$ cat config.mk
export PLATFORM = sky130hd
export DESIGN_NAME = rtclock_regs_flat
export DESIGN_NICKNAME = d
export VERILOG_FILES = /design/src/rtl/rtclock_regs_if.sv /design/src/rtl/rtclock_regs.sv /design/src/flat_wrapper.sv
export SDC_FILE = /design/constraint.sdc
export NUM_CORES = 1
export LEC_CHECK = 0
export BUFFER_PORTS_ARGS = -buffer_cell sky130_fd_sc_hd__buf_2
export CORE_AREA = 5 5 161 163
export CTS_BUF_LIST = sky130_fd_sc_hd__clkbuf_16
export DETAILED_ROUTE_END_ITERATION = 8
export DIE_AREA = 0 0 166 168
export MAX_ROUTING_LAYER = met4
export PLACE_DENSITY_LB_ADDON = 0.15
export SLEW_MARGIN = 20
export SYNTH_ARGS = -nofsm -noshare
export SYNTH_HDL_FRONTEND = slang
export SYNTH_SLANG_ARGS = --single-unit
export TNS_END_PERCENT = 30
$ cat constraint.sdc
create_clock -name clk -period 2.38 [get_ports clk]
set_input_delay 0.119 -clock clk [delete_from_list [all_inputs] [get_ports clk]]
set_output_delay 0.119 -clock clk [all_outputs]
set_load 0.02 [all_outputs]
$ cat src/rtl/rtclock_regs_if.sv
// ---------------------------------------------------------------------------
// rtclock_regs_if
// AXI4-Lite bus bundle between the interconnect and the RTC register file.
//   Write address : awaddr, awvalid (m->s), awready (s->m)
//   Write data    : wdata, wstrb, wvalid (m->s), wready (s->m)
//   Write resp    : bresp, bvalid (s->m), bready (m->s)
//   Read address  : araddr, arvalid (m->s), arready (s->m)
//   Read data     : rdata, rresp, rvalid (s->m), rready (m->s)
// ---------------------------------------------------------------------------
interface rtclock_regs_if #(
    parameter int ADDR_W = 12,
    parameter int DATA_W = 32
);
    logic [ADDR_W-1:0]   awaddr;
    logic                awvalid;
    logic                awready;
    logic [DATA_W-1:0]   wdata;
    logic [DATA_W/8-1:0] wstrb;
    logic                wvalid;
    logic                wready;
    logic [1:0]          bresp;
    logic                bvalid;
    logic                bready;
    logic [ADDR_W-1:0]   araddr;
    logic                arvalid;
    logic                arready;
    logic [DATA_W-1:0]   rdata;
    logic [1:0]          rresp;
    logic                rvalid;
    logic                rready;

    modport master (
        output awaddr, awvalid, input awready,
        output wdata, wstrb, wvalid, input wready,
        input  bresp, bvalid, output bready,
        output araddr, arvalid, input arready,
        input  rdata, rresp, rvalid, output rready
    );

    modport slave (
        input  awaddr, awvalid, output awready,
        input  wdata, wstrb, wvalid, output wready,
        output bresp, bvalid, input bready,
        input  araddr, arvalid, output arready,
        output rdata, rresp, rvalid, input rready
    );
endinterface

$ cat src/rtl/rtclock_regs.sv
// ---------------------------------------------------------------------------
// rtclock_regs
// AXI4-Lite control/status register file for the real-time clock core.
// Ports:
//   clk                      sole clock
//   reset                    synchronous, active-high
//   s_axi                    AXI4-Lite slave (rtclock_regs_if.slave)
//   id_reg, version_reg      constant identity values (RO)
//   ip2cpu_flip_reg          FLIP readback from the core
//   cpu2ip_flip_reg          last value written to FLIP
//   control_reg              bit0 pps_enable, bit1 pps_select
//   sec_config_reg           48-bit seconds preload {HI[15:0], LO}
//   sec_state_reg            live 48-bit seconds counter
//   last_period_pps_reg      ns counted in the last PPS period
//   corrected_delta_pps_reg  per-clock ns increment, 4.28 fixed point
// Register map (byte offsets from C_BASE_ADDRESS):
//   0x00 ID  0x04 VERSION  0x08 FLIP  0x0C CONTROL  0x10/0x14 SEC_CONFIG
//   0x18/0x1C SEC_STATE  0x20 LAST_PERIOD_PPS  0x24 CORRECTED_DELTA_PPS
// ---------------------------------------------------------------------------
module rtclock_regs #(
    parameter int          C_S_AXI_DATA_WIDTH      = 32,
    parameter int          C_S_AXI_ADDR_WIDTH      = 12,
    parameter logic [31:0] C_BASE_ADDRESS          = 32'h0,
    parameter logic [31:0] C_CORRECTED_DELTA_RESET = 32'h8000_0000
) (
    input  logic                 clk,
    input  logic                 reset,
    rtclock_regs_if.slave        s_axi,
    input  logic [31:0]          id_reg,
    input  logic [31:0]          version_reg,
    input  logic [31:0]          ip2cpu_flip_reg,
    output logic [31:0]          cpu2ip_flip_reg,
    output logic [31:0]          control_reg,
    output logic [47:0]          sec_config_reg,
    input  logic [47:0]          sec_state_reg,
    input  logic [31:0]          last_period_pps_reg,
    output logic [31:0]          corrected_delta_pps_reg
);
    localparam int AW    = C_S_AXI_ADDR_WIDTH;
    localparam int IDX_W = AW - 2;

    localparam logic [AW-1:0] BASE_OFF = C_BASE_ADDRESS[AW-1:0];

    localparam logic [IDX_W-1:0] R_ID       = IDX_W'(0);
    localparam logic [IDX_W-1:0] R_VERSION  = IDX_W'(1);
    localparam logic [IDX_W-1:0] R_FLIP     = IDX_W'(2);
    localparam logic [IDX_W-1:0] R_CONTROL  = IDX_W'(3);
    localparam logic [IDX_W-1:0] R_CFG_LO   = IDX_W'(4);
    localparam logic [IDX_W-1:0] R_CFG_HI   = IDX_W'(5);
    localparam logic [IDX_W-1:0] R_STATE_LO = IDX_W'(6);
    localparam logic [IDX_W-1:0] R_STATE_HI = IDX_W'(7);
    localparam logic [IDX_W-1:0] R_PERIOD   = IDX_W'(8);
    localparam logic [IDX_W-1:0] R_DELTA    = IDX_W'(9);

    // Byte-lane merge: lanes with a clear strobe keep their old value.
    function automatic logic [31:0] merge32(input logic [31:0] old_v,
                                            input logic [31:0] new_v,
                                            input logic [3:0]  strb);
        logic [31:0] r;
        for (int b = 0; b < 4; b++)
            r[8*b +: 8] = strb[b] ? new_v[8*b +: 8] : old_v[8*b +: 8];
        return r;
    endfunction

    function automatic logic [15:0] merge16(input logic [15:0] old_v,
                                            input logic [15:0] new_v,
                                            input logic [1:0]  strb);
        logic [15:0] r;
        for (int b = 0; b < 2; b++)
            r[8*b +: 8] = strb[b] ? new_v[8*b +: 8] : old_v[8*b +: 8];
        return r;
    endfunction

    // Handshake / channel state
    logic                          wr_ready_q;
    logic                          bvalid_q;
    logic                          arready_q;
    logic                          rvalid_q;
    logic [C_S_AXI_DATA_WIDTH-1:0] rdata_q;

    // Register storage
    logic [31:0] flip_q;
    logic [31:0] ctrl_q;
    logic [31:0] cfg_lo_q;
    logic [15:0] cfg_hi_q;
    logic [31:0] delta_q;
    logic [15:0] state_hi_snap_q;

    logic                          wr_fire;
    logic                          rd_fire;
    logic [IDX_W-1:0]              wr_idx;
    logic [IDX_W-1:0]              rd_idx;
    logic [C_S_AXI_DATA_WIDTH-1:0] rd_mux;

    // Word index after removing the base; the byte-lane bits drop out in the shift.
    assign wr_idx = IDX_W'((s_axi.awaddr - BASE_OFF) >> 2);
    assign rd_idx = IDX_W'((s_axi.araddr - BASE_OFF) >> 2);

    // READY is only raised once both AW and W are present, so a single
    // registered ready serves both channels and they always complete together.
    assign wr_fire = wr_ready_q & s_axi.awvalid & s_axi.wvalid;
    assign rd_fire = arready_q & s_axi.arvalid;

    always_comb begin
        rd_mux = '0;
        case (rd_idx)
            R_ID:       rd_mux = id_reg;
            R_VERSION:  rd_mux = version_reg;
            R_FLIP:     rd_mux = ip2cpu_flip_reg;
            R_CONTROL:  rd_mux = ctrl_q;
            R_CFG_LO:   rd_mux = cfg_lo_q;
            R_CFG_HI:   rd_mux = {16'h0, cfg_hi_q};
            R_STATE_LO: rd_mux = sec_state_reg[31:0];
            R_STATE_HI: rd_mux = {16'h0, state_hi_snap_q};
            R_PERIOD:   rd_mux = last_period_pps_reg;
            R_DELTA:    rd_mux = delta_q;
            default:    rd_mux = '0;
        endcase
    end

    // Write channel: ready pulse, then response held until accepted
    always_ff @(posedge clk) begin
        if (reset) begin
            wr_ready_q <= 1'b0;
            bvalid_q   <= 1'b0;
        end else begin
            wr_ready_q <= ~wr_ready_q & s_axi.awvalid & s_axi.wvalid & ~bvalid_q;
            if (wr_fire)
                bvalid_q <= 1'b1;
            else if (s_axi.bready)
                bvalid_q <= 1'b0;
        end
    end

    // Read channel: data captured at the address handshake, held until accepted
    always_ff @(posedge clk) begin
        if (reset) begin
            arready_q <= 1'b0;
            rvalid_q  <= 1'b0;
            rdata_q   <= '0;
        end else begin
            arready_q <= ~arready_q & s_axi.arvalid & ~rvalid_q;
            if (rd_fire) begin
                rvalid_q <= 1'b1;
                rdata_q  <= rd_mux;
            end else if (s_axi.rready) begin
                rvalid_q <= 1'b0;
            end
        end
    end

    // Register update; a read on the same edge sees the pre-write value
    always_ff @(posedge clk) begin
        if (reset) begin
            flip_q          <= '0;
            ctrl_q          <= '0;
            cfg_lo_q        <= '0;
            cfg_hi_q        <= '0;
            delta_q         <= C_CORRECTED_DELTA_RESET;
            state_hi_snap_q <= '0;
        end else begin
            if (wr_fire) begin
                case (wr_idx)
                    R_FLIP:    flip_q   <= merge32(flip_q, s_axi.wdata, s_axi.wstrb);
                    R_CONTROL: ctrl_q   <= merge32(ctrl_q, s_axi.wdata, s_axi.wstrb);
                    R_CFG_LO:  cfg_lo_q <= merge32(cfg_lo_q, s_axi.wdata, s_axi.wstrb);
                    R_CFG_HI:  cfg_hi_q <= merge16(cfg_hi_q, s_axi.wdata[15:0], s_axi.wstrb[1:0]);
                    R_DELTA:   delta_q  <= merge32(delta_q, s_axi.wdata, s_axi.wstrb);
                    default:   ;
                endcase
            end
            // Reading the low word freezes the high word so a LO-then-HI pair is coherent.
            if (rd_fire && rd_idx == R_STATE_LO)
                state_hi_snap_q <= sec_state_reg[47:32];
        end
    end

    assign s_axi.awready = wr_ready_q;
    assign s_axi.wready  = wr_ready_q;
    assign s_axi.bvalid  = bvalid_q;
    assign s_axi.bresp   = 2'b00;
    assign s_axi.arready = arready_q;
    assign s_axi.rvalid  = rvalid_q;
    assign s_axi.rdata   = rdata_q;
    assign s_axi.rresp   = 2'b00;

    assign cpu2ip_flip_reg         = flip_q;
    assign control_reg             = ctrl_q;
    assign sec_config_reg          = {cfg_hi_q, cfg_lo_q};
    assign corrected_delta_pps_reg = delta_q;
endmodule

$ cat src/flat_wrapper.sv
// flat-port wrapper written by rule: the top's interface ports become plain ports
module rtclock_regs_flat 
#(
    parameter int          C_S_AXI_DATA_WIDTH      = 32,
    parameter int          C_S_AXI_ADDR_WIDTH      = 12,
    parameter logic [31:0] C_BASE_ADDRESS          = 32'h0,
    parameter logic [31:0] C_CORRECTED_DELTA_RESET = 32'h8000_0000
)
  (clk, reset, id_reg, version_reg, ip2cpu_flip_reg, cpu2ip_flip_reg, control_reg, sec_config_reg, sec_state_reg, last_period_pps_reg, corrected_delta_pps_reg, s_axi_awaddr, s_axi_awvalid, s_axi_awready, s_axi_wdata, s_axi_wstrb, s_axi_wvalid, s_axi_wready, s_axi_bresp, s_axi_bvalid, s_axi_bready, s_axi_araddr, s_axi_arvalid, s_axi_arready, s_axi_rdata, s_axi_rresp, s_axi_rvalid, s_axi_rready);
  rtclock_regs_if s_axi_i ();
  input  logic clk;
  input  logic reset;
  input  logic [31:0] id_reg;
  input  logic [31:0] version_reg;
  input  logic [31:0] ip2cpu_flip_reg;
  output logic [31:0] cpu2ip_flip_reg;
  output logic [31:0] control_reg;
  output logic [47:0] sec_config_reg;
  input  logic [47:0] sec_state_reg;
  input  logic [31:0] last_period_pps_reg;
  output logic [31:0] corrected_delta_pps_reg;
  input wire logic [$bits(s_axi_i.awaddr)-1:0] s_axi_awaddr;
  input wire logic [$bits(s_axi_i.awvalid)-1:0] s_axi_awvalid;
  output wire logic [$bits(s_axi_i.awready)-1:0] s_axi_awready;
  input wire logic [$bits(s_axi_i.wdata)-1:0] s_axi_wdata;
  input wire logic [$bits(s_axi_i.wstrb)-1:0] s_axi_wstrb;
  input wire logic [$bits(s_axi_i.wvalid)-1:0] s_axi_wvalid;
  output wire logic [$bits(s_axi_i.wready)-1:0] s_axi_wready;
  output wire logic [$bits(s_axi_i.bresp)-1:0] s_axi_bresp;
  output wire logic [$bits(s_axi_i.bvalid)-1:0] s_axi_bvalid;
  input wire logic [$bits(s_axi_i.bready)-1:0] s_axi_bready;
  input wire logic [$bits(s_axi_i.araddr)-1:0] s_axi_araddr;
  input wire logic [$bits(s_axi_i.arvalid)-1:0] s_axi_arvalid;
  output wire logic [$bits(s_axi_i.arready)-1:0] s_axi_arready;
  output wire logic [$bits(s_axi_i.rdata)-1:0] s_axi_rdata;
  output wire logic [$bits(s_axi_i.rresp)-1:0] s_axi_rresp;
  output wire logic [$bits(s_axi_i.rvalid)-1:0] s_axi_rvalid;
  input wire logic [$bits(s_axi_i.rready)-1:0] s_axi_rready;
  assign s_axi_i.awaddr = s_axi_awaddr;
  assign s_axi_i.awvalid = s_axi_awvalid;
  assign s_axi_awready = s_axi_i.awready;
  assign s_axi_i.wdata = s_axi_wdata;
  assign s_axi_i.wstrb = s_axi_wstrb;
  assign s_axi_i.wvalid = s_axi_wvalid;
  assign s_axi_wready = s_axi_i.wready;
  assign s_axi_bresp = s_axi_i.bresp;
  assign s_axi_bvalid = s_axi_i.bvalid;
  assign s_axi_i.bready = s_axi_bready;
  assign s_axi_i.araddr = s_axi_araddr;
  assign s_axi_i.arvalid = s_axi_arvalid;
  assign s_axi_arready = s_axi_i.arready;
  assign s_axi_rdata = s_axi_i.rdata;
  assign s_axi_rresp = s_axi_i.rresp;
  assign s_axi_rvalid = s_axi_i.rvalid;
  assign s_axi_i.rready = s_axi_rready;
  rtclock_regs #(.C_S_AXI_DATA_WIDTH(C_S_AXI_DATA_WIDTH), .C_S_AXI_ADDR_WIDTH(C_S_AXI_ADDR_WIDTH), .C_BASE_ADDRESS(C_BASE_ADDRESS), .C_CORRECTED_DELTA_RESET(C_CORRECTED_DELTA_RESET)) u_core (.clk(clk), .reset(reset), .s_axi(s_axi_i), .id_reg(id_reg), .version_reg(version_reg), .ip2cpu_flip_reg(ip2cpu_flip_reg), .cpu2ip_flip_reg(cpu2ip_flip_reg), .control_reg(control_reg), .sec_config_reg(sec_config_reg), .sec_state_reg(sec_state_reg), .last_period_pps_reg(last_period_pps_reg), .corrected_delta_pps_reg(corrected_delta_pps_reg));
endmodule
==> results.rst, run 1 <==
.. list-table::
   :header-rows: 1

   * - Metric
     - Value
   * - Clock skew after layout
     - 14.9 ps
   * - Number of inserted filler cells in the final layout
     - 2332
   * - Buffers added on ports
     - 419
   * - Dominant cell by count in the synthesized netlist
     - sky130_fd_sc_hd__dfxtp_1
   * - Number of cell instances on the worst register-to-register path
     - 6
   * - Number of pins exceeding their max-slew limit in the final report
     - 0
   * - Number of enable-type register cells in the synthesized netlist
     - 0
   * - Number of ports placed on the die boundary
     - 428
   * - Endpoints failing setup
     - 0
   * - Final design area excluding fillers
     - 13300 um^2
   * - Met2 usage in global routing
     - 0.479
   * - Setup slack after layout
     - 223 ps
   * - Tmin final
     - 2160 ps
   * - Post-route antenna net violation count
     - 0
   * - Number of cells produced by synthesis
     - 1061
   * - Via count of the first global-routing pass
     - 10100
   * - Final global-route overflow total
     - 0
   * - Die area
     - 27900 um^2
   * - Overall via count from detail_route
     - 10300
   * - CTS clock-pin slew for the worst setup and hold paths
     - 80 ps
   * - Buffer type at the clock tree root
     - sky130_fd_sc_hd__clkbuf_16
   * - Synth cell count leaders
     - sky130_fd_sc_hd__dfxtp_1, sky130_fd_sc_hd__mux2i_1, sky130_fd_sc_hd__nor2_1, sky130_fd_sc_hd__nand2_1, sky130_fd_sc_hd__a21oi_1
   * - Cell count of the worst hold path
     - 4
   * - Synth top area share
     - 0.409
   * - Deepest level of the CTS H-tree
     - 4
   * - Final clock period utilization by the worst path
     - 0.906
   * - Origin of the critical flop-to-flop path
     - u_core.s_axi.awready
   * - Fmax
     - 464 MHz
   * - Number of buffers inserted during clock tree synthesis
     - 17
   * - Overall Global Routing Usage
     - 0.310
   * - Number of post-CTS setup repair buffers
     - 0
   * - # placed instances
     - 1776
   * - Area of the placeable core
     - 24200 um^2
   * - Height of the chip
     - 168 um
   * - Worst min-delay path endpoint
     - u_core.s_axi.rdata[20]
   * - Detailed placement HPWL
     - 33800 um
   * - Ratio of cells with drive above 1 in the final layout
     - 0.363
   * - Area used by sequential logic in the layout
     - 3920 um^2
   * - Post-DR vias/cell
     - 5.53
   * - Min-delay src
     - id_reg[20]
   * - Maximum number of pins on one net before global-route repair
     - 99
   * - Final nets
     - 1772
   * - Worst hold margin
     - 30.5 ps
   * - Critical path capture point type
     - flip-flop
   * - Crit Path Category
     - reg -> reg
   * - Worst setup slack after placement
     - 279 ps
   * - Final total negative setup slack
     - 0 ps
   * - Number of cell rows
     - 57
   * - Most utilized layer in the global route result
     - met2
   * - Clock tree buffer depth
     - 2
   * - Max cap viols
     - 0
   * - Effective utilization at floorplan
     - 0.397
   * - Synthesis-stage register bit count
     - 196
   * - Router iterations before antenna repair
     - 5
   * - Power per Cell Area
     - 518 nW/um^2
   * - Slew @ Worst Pin
     - 1080 ps
   * - Top flip-flop cell by instance count after synthesis
     - sky130_fd_sc_hd__dfxtp_1
   * - Combined area of all synthesized cells
     - 9600 um^2
   * - Cell taking the most area after synthesis
     - sky130_fd_sc_hd__dfxtp_1
   * - Initial antenna violation count
     - 4
   * - X dimension of the die
     - 166 um
   * - Maximum resistive drop on vdd
     - 0.383 mV
   * - Post-layout utilization of the core
     - 0.552
   * - Series of cell instances along the critical path
     - and3_1 > buf_4 > nand2_1 > nor2_1 > nand2_1 > a21oi_1
   * - # DRC
     - 0
   * - Crit-path max FO
     - 13
   * - Met3 track utilization from global routing
     - 0.0645
   * - Worst setup slack for register-to-register paths
     - 220 ps
   * - Post-synth cell types
     - 66
   * - Area of the multi-input gates
     - 5360 um^2
   * - Routed Wire Length
     - 44000 um
   * - Final number of hold-violating endpoints
     - 0
   * - Outcome
     - finished clean
   * - First-pass GRT wire length
     - 64800 um
   * - Total power
     - 6.91 mW
   * - Most Frequent Cell on Critical Path
     - sky130_fd_sc_hd__nand2_1
   * - Synth Area per Inst
     - 9.05 um^2
   * - Yosys warning total
     - 0
   * - Slowest-stage cell, CP
     - sky130_fd_sc_hd__nor2_1
   * - Layout overhead on the synthesized area
     - 38.9%
   * - Arrival @ worst endpoint
     - 2500 ps
   * - DRC violation total after the first TritonRoute iteration
     - 1123
   * - Number of sinks handled by clock tree synthesis
     - 196
   * - Peak per-stage delay on the critical path
     - 520 ps
   * - Required arrival time at the worst endpoint
     - 2720 ps
   * - Hold buffer count at cts
     - 58
   * - Worst Setup Start Kind
     - flip-flop
   * - CTS tree
     - yes
   * - Worst-skew pair later-pin latency
     - 440 ps
   * - Routed wire length per instance
     - 23.5 um
   * - Relative slew slack
     - 0.279
   * - Type of the worst min-delay path
     - in -> reg
   * - Unrepaired setup endpoints after global routing
     - false
   * - Reported leakage power
     - 6.44 nW
   * - Share of async-settable or async-resettable flops after synthesis
     - 0
   * - Global Route met1 Usage
     - 0.411
   * - Dpl cell area
     - 12200 um^2
   * - Critical R2R Capture
     - u_core.corrected_delta_pps_reg[13]
   * - Register area share after synthesis
     - 0.409
   * - Synth top area cells
     - sky130_fd_sc_hd__dfxtp_1, sky130_fd_sc_hd__mux2i_1, sky130_fd_sc_hd__nor2_1, sky130_fd_sc_hd__a21oi_1, sky130_fd_sc_hd__o21ai_0
   * - Non-filler instance count after layout
     - 1869
   * - Post-CTS Resized
     - 0
   * - RePlAce Congestion
     - 0.930
worst max path at each step:
stage / startpoint / endpoint / cells after the start
floorplan: u_core.s_axi.awready / u_core.corrected_delta_pps_reg[18] / 7
global placement: u_core.s_axi.awready / u_core.corrected_delta_pps_reg[10] / 6
detailed placement: u_core.s_axi.awready / u_core.corrected_delta_pps_reg[13] / 6
CTS: u_core.s_axi.awready / u_core.corrected_delta_pps_reg[13] / 6
global route: u_core.s_axi.awready / u_core.control_reg[10] / 6
finish: u_core.s_axi.awready / u_core.corrected_delta_pps_reg[13] / 6
cells by family after synthesis:
| kind of cell | count (synthesis) | synth area share |
|---|---|---|
| other | 1 | 0.000391 |
| muxes | 198 | 0.224 |
| and+or+nand+nor | 329 | 0.166 |
| buffers and inverters | 79 | 0.0370 |
| AOI/OAI and AO/OA | 258 | 0.164 |
| DFF | 196 | 0.409 |
metal layers:
metal | wire, um | share of wire
met5 | 0 | 0
met4 | 1010 | 0.023
met1 | 18700 | 0.43
met2 | 20500 | 0.47
met3 | 3680 | 0.084
where the power goes:
part / switching (mW) / internal, mW
sequential: 0.00312 / 3.28
combinational: 0.424 / 0.365
clock: 1.45 / 1.39
total: 1.87 / 5.03
worst max-delay path: cells and delay by family, from the launching register on:
kind	cells	cell delay [ps]
flops	1	370
buf+inv	1	240
compound gates	1	160
simple gates	4	1290
layout make-up:
type / count / area share
multi-input cells: 789 / 0.402
inverters: 2 / 0.000563
repair buffers: 523 / 0.230
clock inverters: 13 / 0.0103
clock buffers: 17 / 0.0319
diodes: 5 / 0.000938
well taps: 324 / 0.0304
flip-flops and latches: 196 / 0.294
cells in the final DEF, fill, tap and decap left out, types with 5 or more instances in the layout:
cell | synthesis | routed
sky130_fd_sc_hd__a32oi_1 | 8 | 8
sky130_fd_sc_hd__a21oi_1 | 83 | 82
sky130_fd_sc_hd__mux4_2 | 11 | 11
sky130_fd_sc_hd__and3_1 | 5 | 5
sky130_fd_sc_hd__nand3_1 | 22 | 22
sky130_fd_sc_hd__buf_4 | 6 | 44
sky130_fd_sc_hd__dlygate4sd3_1 | 0 | 58
sky130_fd_sc_hd__a22oi_1 | 23 | 23
sky130_fd_sc_hd__o211ai_1 | 7 | 7
sky130_fd_sc_hd__mux2_2 | 25 | 25
sky130_fd_sc_hd__nand2_1 | 94 | 94
sky130_fd_sc_hd__diode_2 | 0 | 5
sky130_fd_sc_hd__buf_2 | 23 | 417
sky130_fd_sc_hd__mux2i_1 | 162 | 162
sky130_fd_sc_hd__nor2b_1 | 6 | 6
sky130_fd_sc_hd__a221o_1 | 9 | 9
sky130_fd_sc_hd__clkbuf_16 | 0 | 17
sky130_fd_sc_hd__nand3_2 | 9 | 9
sky130_fd_sc_hd__o21ai_0 | 82 | 82
sky130_fd_sc_hd__o22ai_1 | 10 | 10
sky130_fd_sc_hd__dfxtp_1 | 196 | 196
sky130_fd_sc_hd__o221ai_1 | 6 | 6
sky130_fd_sc_hd__nor3_1 | 12 | 11
sky130_fd_sc_hd__nor2_1 | 136 | 136
Power figures use the tool's default switching activity.
==> run 2, diff against run 1 <==
CORE_AREA = 5 5 165 167   (was 5 5 161 163)
DIE_AREA = 0 0 170 172   (was 0 0 166 168)
SLEW_MARGIN = unset   (was 20)
clock period = 1.8 ns   (was 2.38 ns; I/O delays follow)
==> run 2 against run 1 <==
Compared with the run above: register-to-register slack worse by 160 ps; highest routed layer unchanged; utilization is 1.1 points lower; wire length is 2.0% higher.
==> results.rst, run 2 (synthesis results as in run 1) <==
.. list-table::
   :header-rows: 1

   * - Metric
     - Value
   * - Outcome
     - finished clean
   * - Final clock period utilization by the worst path
     - 0.964 (+0.0581)
   * - Area used by sequential logic in the layout
     - 3930 um^2 (about the same)
   * - Dpl cell area
     - 12600 um^2 (+3.3%)
   * - Final global-route overflow total
     - 0 (unchanged)
   * - Clock tree buffer depth
     - 2 (unchanged)
   * - Number of sinks handled by clock tree synthesis
     - 196 (unchanged)
   * - Deepest level of the CTS H-tree
     - 4 (unchanged)
   * - Number of pins exceeding their max-slew limit in the final report
     - 0 (unchanged)
   * - Post-DR vias/cell
     - 5.45 (-1.4%)
   * - First-pass GRT wire length
     - 63300 um (-2.3%)
   * - Number of ports placed on the die boundary
     - 428 (unchanged)
   * - Crit Path Category
     - reg -> reg
   * - CTS tree
     - yes
   * - Worst setup slack after placement
     - -46.2 ps (-325 ps)
   * - Maximum resistive drop on vdd
     - 0.490 mV (+28%)
   * - Arrival @ worst endpoint
     - 2070 ps (-430 ps)
   * - Comb pwr share
     - 0.118 (+0.004)
   * - Peak per-stage delay on the critical path
     - 390 ps (-130 ps)
   * - Effective utilization at floorplan
     - 0.375 (-0.0223)
   * - Tmin final
     - 1740 ps (-421 ps)
   * - Switching portion of total power
     - 0.283 (+0.0117)
   * - Total power
     - 9.42 mW (+36%)
   * - # placed instances
     - 1824 (+2.7%)
   * - Reported leakage power
     - 6.71 nW (+4.2%)
   * - Worst-skew pair later-pin latency
     - 440 ps (about the same)
   * - Final nets
     - 1814 (+2.4%)
   * - Detailed placement HPWL
     - 34900 um (+3.2%)
   * - Slowest-stage cell, CP
     - sky130_fd_sc_hd__dfxtp_1
   * - Overall Global Routing Usage
     - 0.298 (-0.0114)
   * - Buffer type at the clock tree root
     - sky130_fd_sc_hd__clkbuf_16
   * - Critical path capture point type
     - flip-flop
   * - Ratio of cells with drive above 1 in the final layout
     - 0.379 (+0.0158)
   * - Required arrival time at the worst endpoint
     - 2130 ps (-590 ps)
   * - Layout overhead on the synthesized area
     - 44.2%
   * - Max cap viols
     - 0 (unchanged)
   * - Routed wire length per instance
     - 23.3 um (-0.97%)
   * - Buffers added on ports
     - 419 (unchanged)
   * - Power share of the clock group
     - 0.421 (+0.010)
   * - Worst Setup Start Kind
     - flip-flop
   * - Final total negative setup slack
     - 0 ps (unchanged)
   * - Series of cell instances along the critical path
     - mux2_2 > a32o_1 > a2111oi_0 > o22ai_1 > a22o_1
   * - Internal power
     - 6.75 mW (+34%)
   * - Commonest cells after routing, fill and taps aside
     - sky130_fd_sc_hd__buf_2, sky130_fd_sc_hd__dfxtp_1, sky130_fd_sc_hd__mux2i_1
   * - Commonest non-fill, non-tap cell in the layout
     - sky130_fd_sc_hd__buf_2
   * - # DRC
     - 0 (unchanged)
   * - Fmax
     - 576 MHz (+24%)
   * - RePlAce Congestion
     - 0.946 (+1.7%)
   * - CP Launch Point
     - u_core.cfg_lo_q[10]
   * - CTS clock-pin slew for the worst setup and hold paths
     - 80 ps (about the same)
   * - Number of cell rows
     - 59 (+3.5%)
   * - Number of buffers inserted during clock tree synthesis
     - 17 (unchanged)
   * - Final design area excluding fillers
     - 13800 um^2 (+3.8%)
   * - Non-filler instance count after layout
     - 1926 (+3.0%)
   * - DRC violation total after the first TritonRoute iteration
     - 919 (-18%)
   * - Area of the placeable core
     - 25600 um^2 (+6.0%)
   * - Type of the worst min-delay path
     - in -> reg
   * - Origin of the critical flop-to-flop path
     - u_core.cfg_lo_q[10]
   * - Via count of the first global-routing pass
     - 9767 (-3.1%)
   * - Setup slack after layout
     - 64.3 ps (-159 ps)
   * - Number of inserted filler cells in the final layout
     - 2413 (+3.5%)
   * - Routed Wire Length
     - 44900 um (+2.0%)
   * - Min-delay src
     - version_reg[21]
   * - Number of post-CTS setup repair buffers
     - 0 (unchanged)
   * - Maximum number of pins on one net before global-route repair
     - 79 (-20%)
   * - Initial antenna violation count
     - 6 (+2)
   * - X dimension of the die
     - 170 um (+2.4%)
   * - Final number of hold-violating endpoints
     - 0 (unchanged)
   * - Clock skew after layout
     - 14.8 ps (-0.121 ps)
   * - Unrepaired setup endpoints after global routing
     - true
   * - Crit-path max FO
     - 3 (-10)
   * - Die area
     - 29200 um^2 (+4.8%)
   * - Area of the multi-input gates
     - 5360 um^2 (about the same)
   * - Router iterations before antenna repair
     - 6 (+1)
   * - Post-route antenna net violation count
     - 0 (unchanged)
   * - Slew @ Worst Pin
     - 999 ps (-81.8 ps)
   * - Share of power burned in registers
     - 0.461 (-0.014)
   * - Reported net switching power
     - 2.67 mW (+42%)
   * - Endpoints failing setup
     - 0 (unchanged)
   * - Relative slew slack
     - 0.332 (+0.0528)
   * - Overall via count from detail_route
     - 10500 (+1.6%)
   * - Height of the chip
     - 172 um (+2.4%)
   * - Power per Cell Area
     - 680 nW/um^2 (+31%)
run 2: changes by cell type in the layout (fill, tap and decap cells not counted), moves of 3 or more:
| cell | delta |
|---|---|
| sky130_fd_sc_hd__clkinv_4 | -3 |
| sky130_fd_sc_hd__dlygate4sd3_1 | +5 |
| sky130_fd_sc_hd__buf_12 | +9 |
| sky130_fd_sc_hd__buf_4 | +27 |
| sky130_fd_sc_hd__clkinv_8 | +3 |
run 2: through the flow:
stage | hold slack, ps | util
finish | 27.5 | 0.541
global route | 31.6 | 0.540
CTS | 8.62 | 0.540
detailed placement | 326 | 0.492
global placement | 314 | 0.492
floorplan | 202 | -
run 2: path summary, 6_finish.rpt:
path                                          endpoint  slack [ps]  cells past startpoint
worst max register to register  u_core.s_axi.rdata[10]          60                      5
worst min register to register    u_core.s_axi.awready         430                      1
worst max-delay path            u_core.s_axi.rdata[10]          60                      5
worst min-delay path            u_core.s_axi.rdata[21]          30                      3
run 2: what timing repair did:
action                                  in CTS  in global routing
gates resized for setup                      0                  2
endpoints found under the setup margin       0                 14
hold endpoints to repair                   165                  0
hold buffers                                63                  0
run 2: critical path, delay by kind of cell, from the launching register on:
| family | cells | cell delay [ps] |
|---|---|---|
| multiplexers | 1 | 290 |
| flip-flops | 1 | 390 |
| AO/OA/AOI/OAI | 4 | 950 |
run 2: cell type report:
type,instances,area share
Timing Repair Buffer,565,0.254
Antenna cell,7,0.00127
Tap cell,335,0.0303
Multi-Input combinational cell,789,0.387
Sequential cell,196,0.283
Clock buffer,17,0.0307
Inverter,2,0.000542
Clock inverter,15,0.0127
run 2: routing by layer:
metal / global-route usage / wire [um] / up-vias
met5: - / 0 / -
met4: 0.0906 / 964 / 0
met3: 0.0565 / 3190 / 59
met2: 0.456 / 20700 / 455
met1: 0.404 / 20000 / 5096
li1: - / - / 4892
run 2: power groups by stage:
stage	clock, mW	combinational [mW]	sequential (mW)
2_1_floorplan	0	0.415	4.44
3_3_place_gp	0	0.988	4.44
3_5_place_dp	0	0.985	4.44
4_1_cts	4.03	1.10	4.34
5_1_grt	4.18	1.18	4.34
6_report	3.97	1.11	4.34
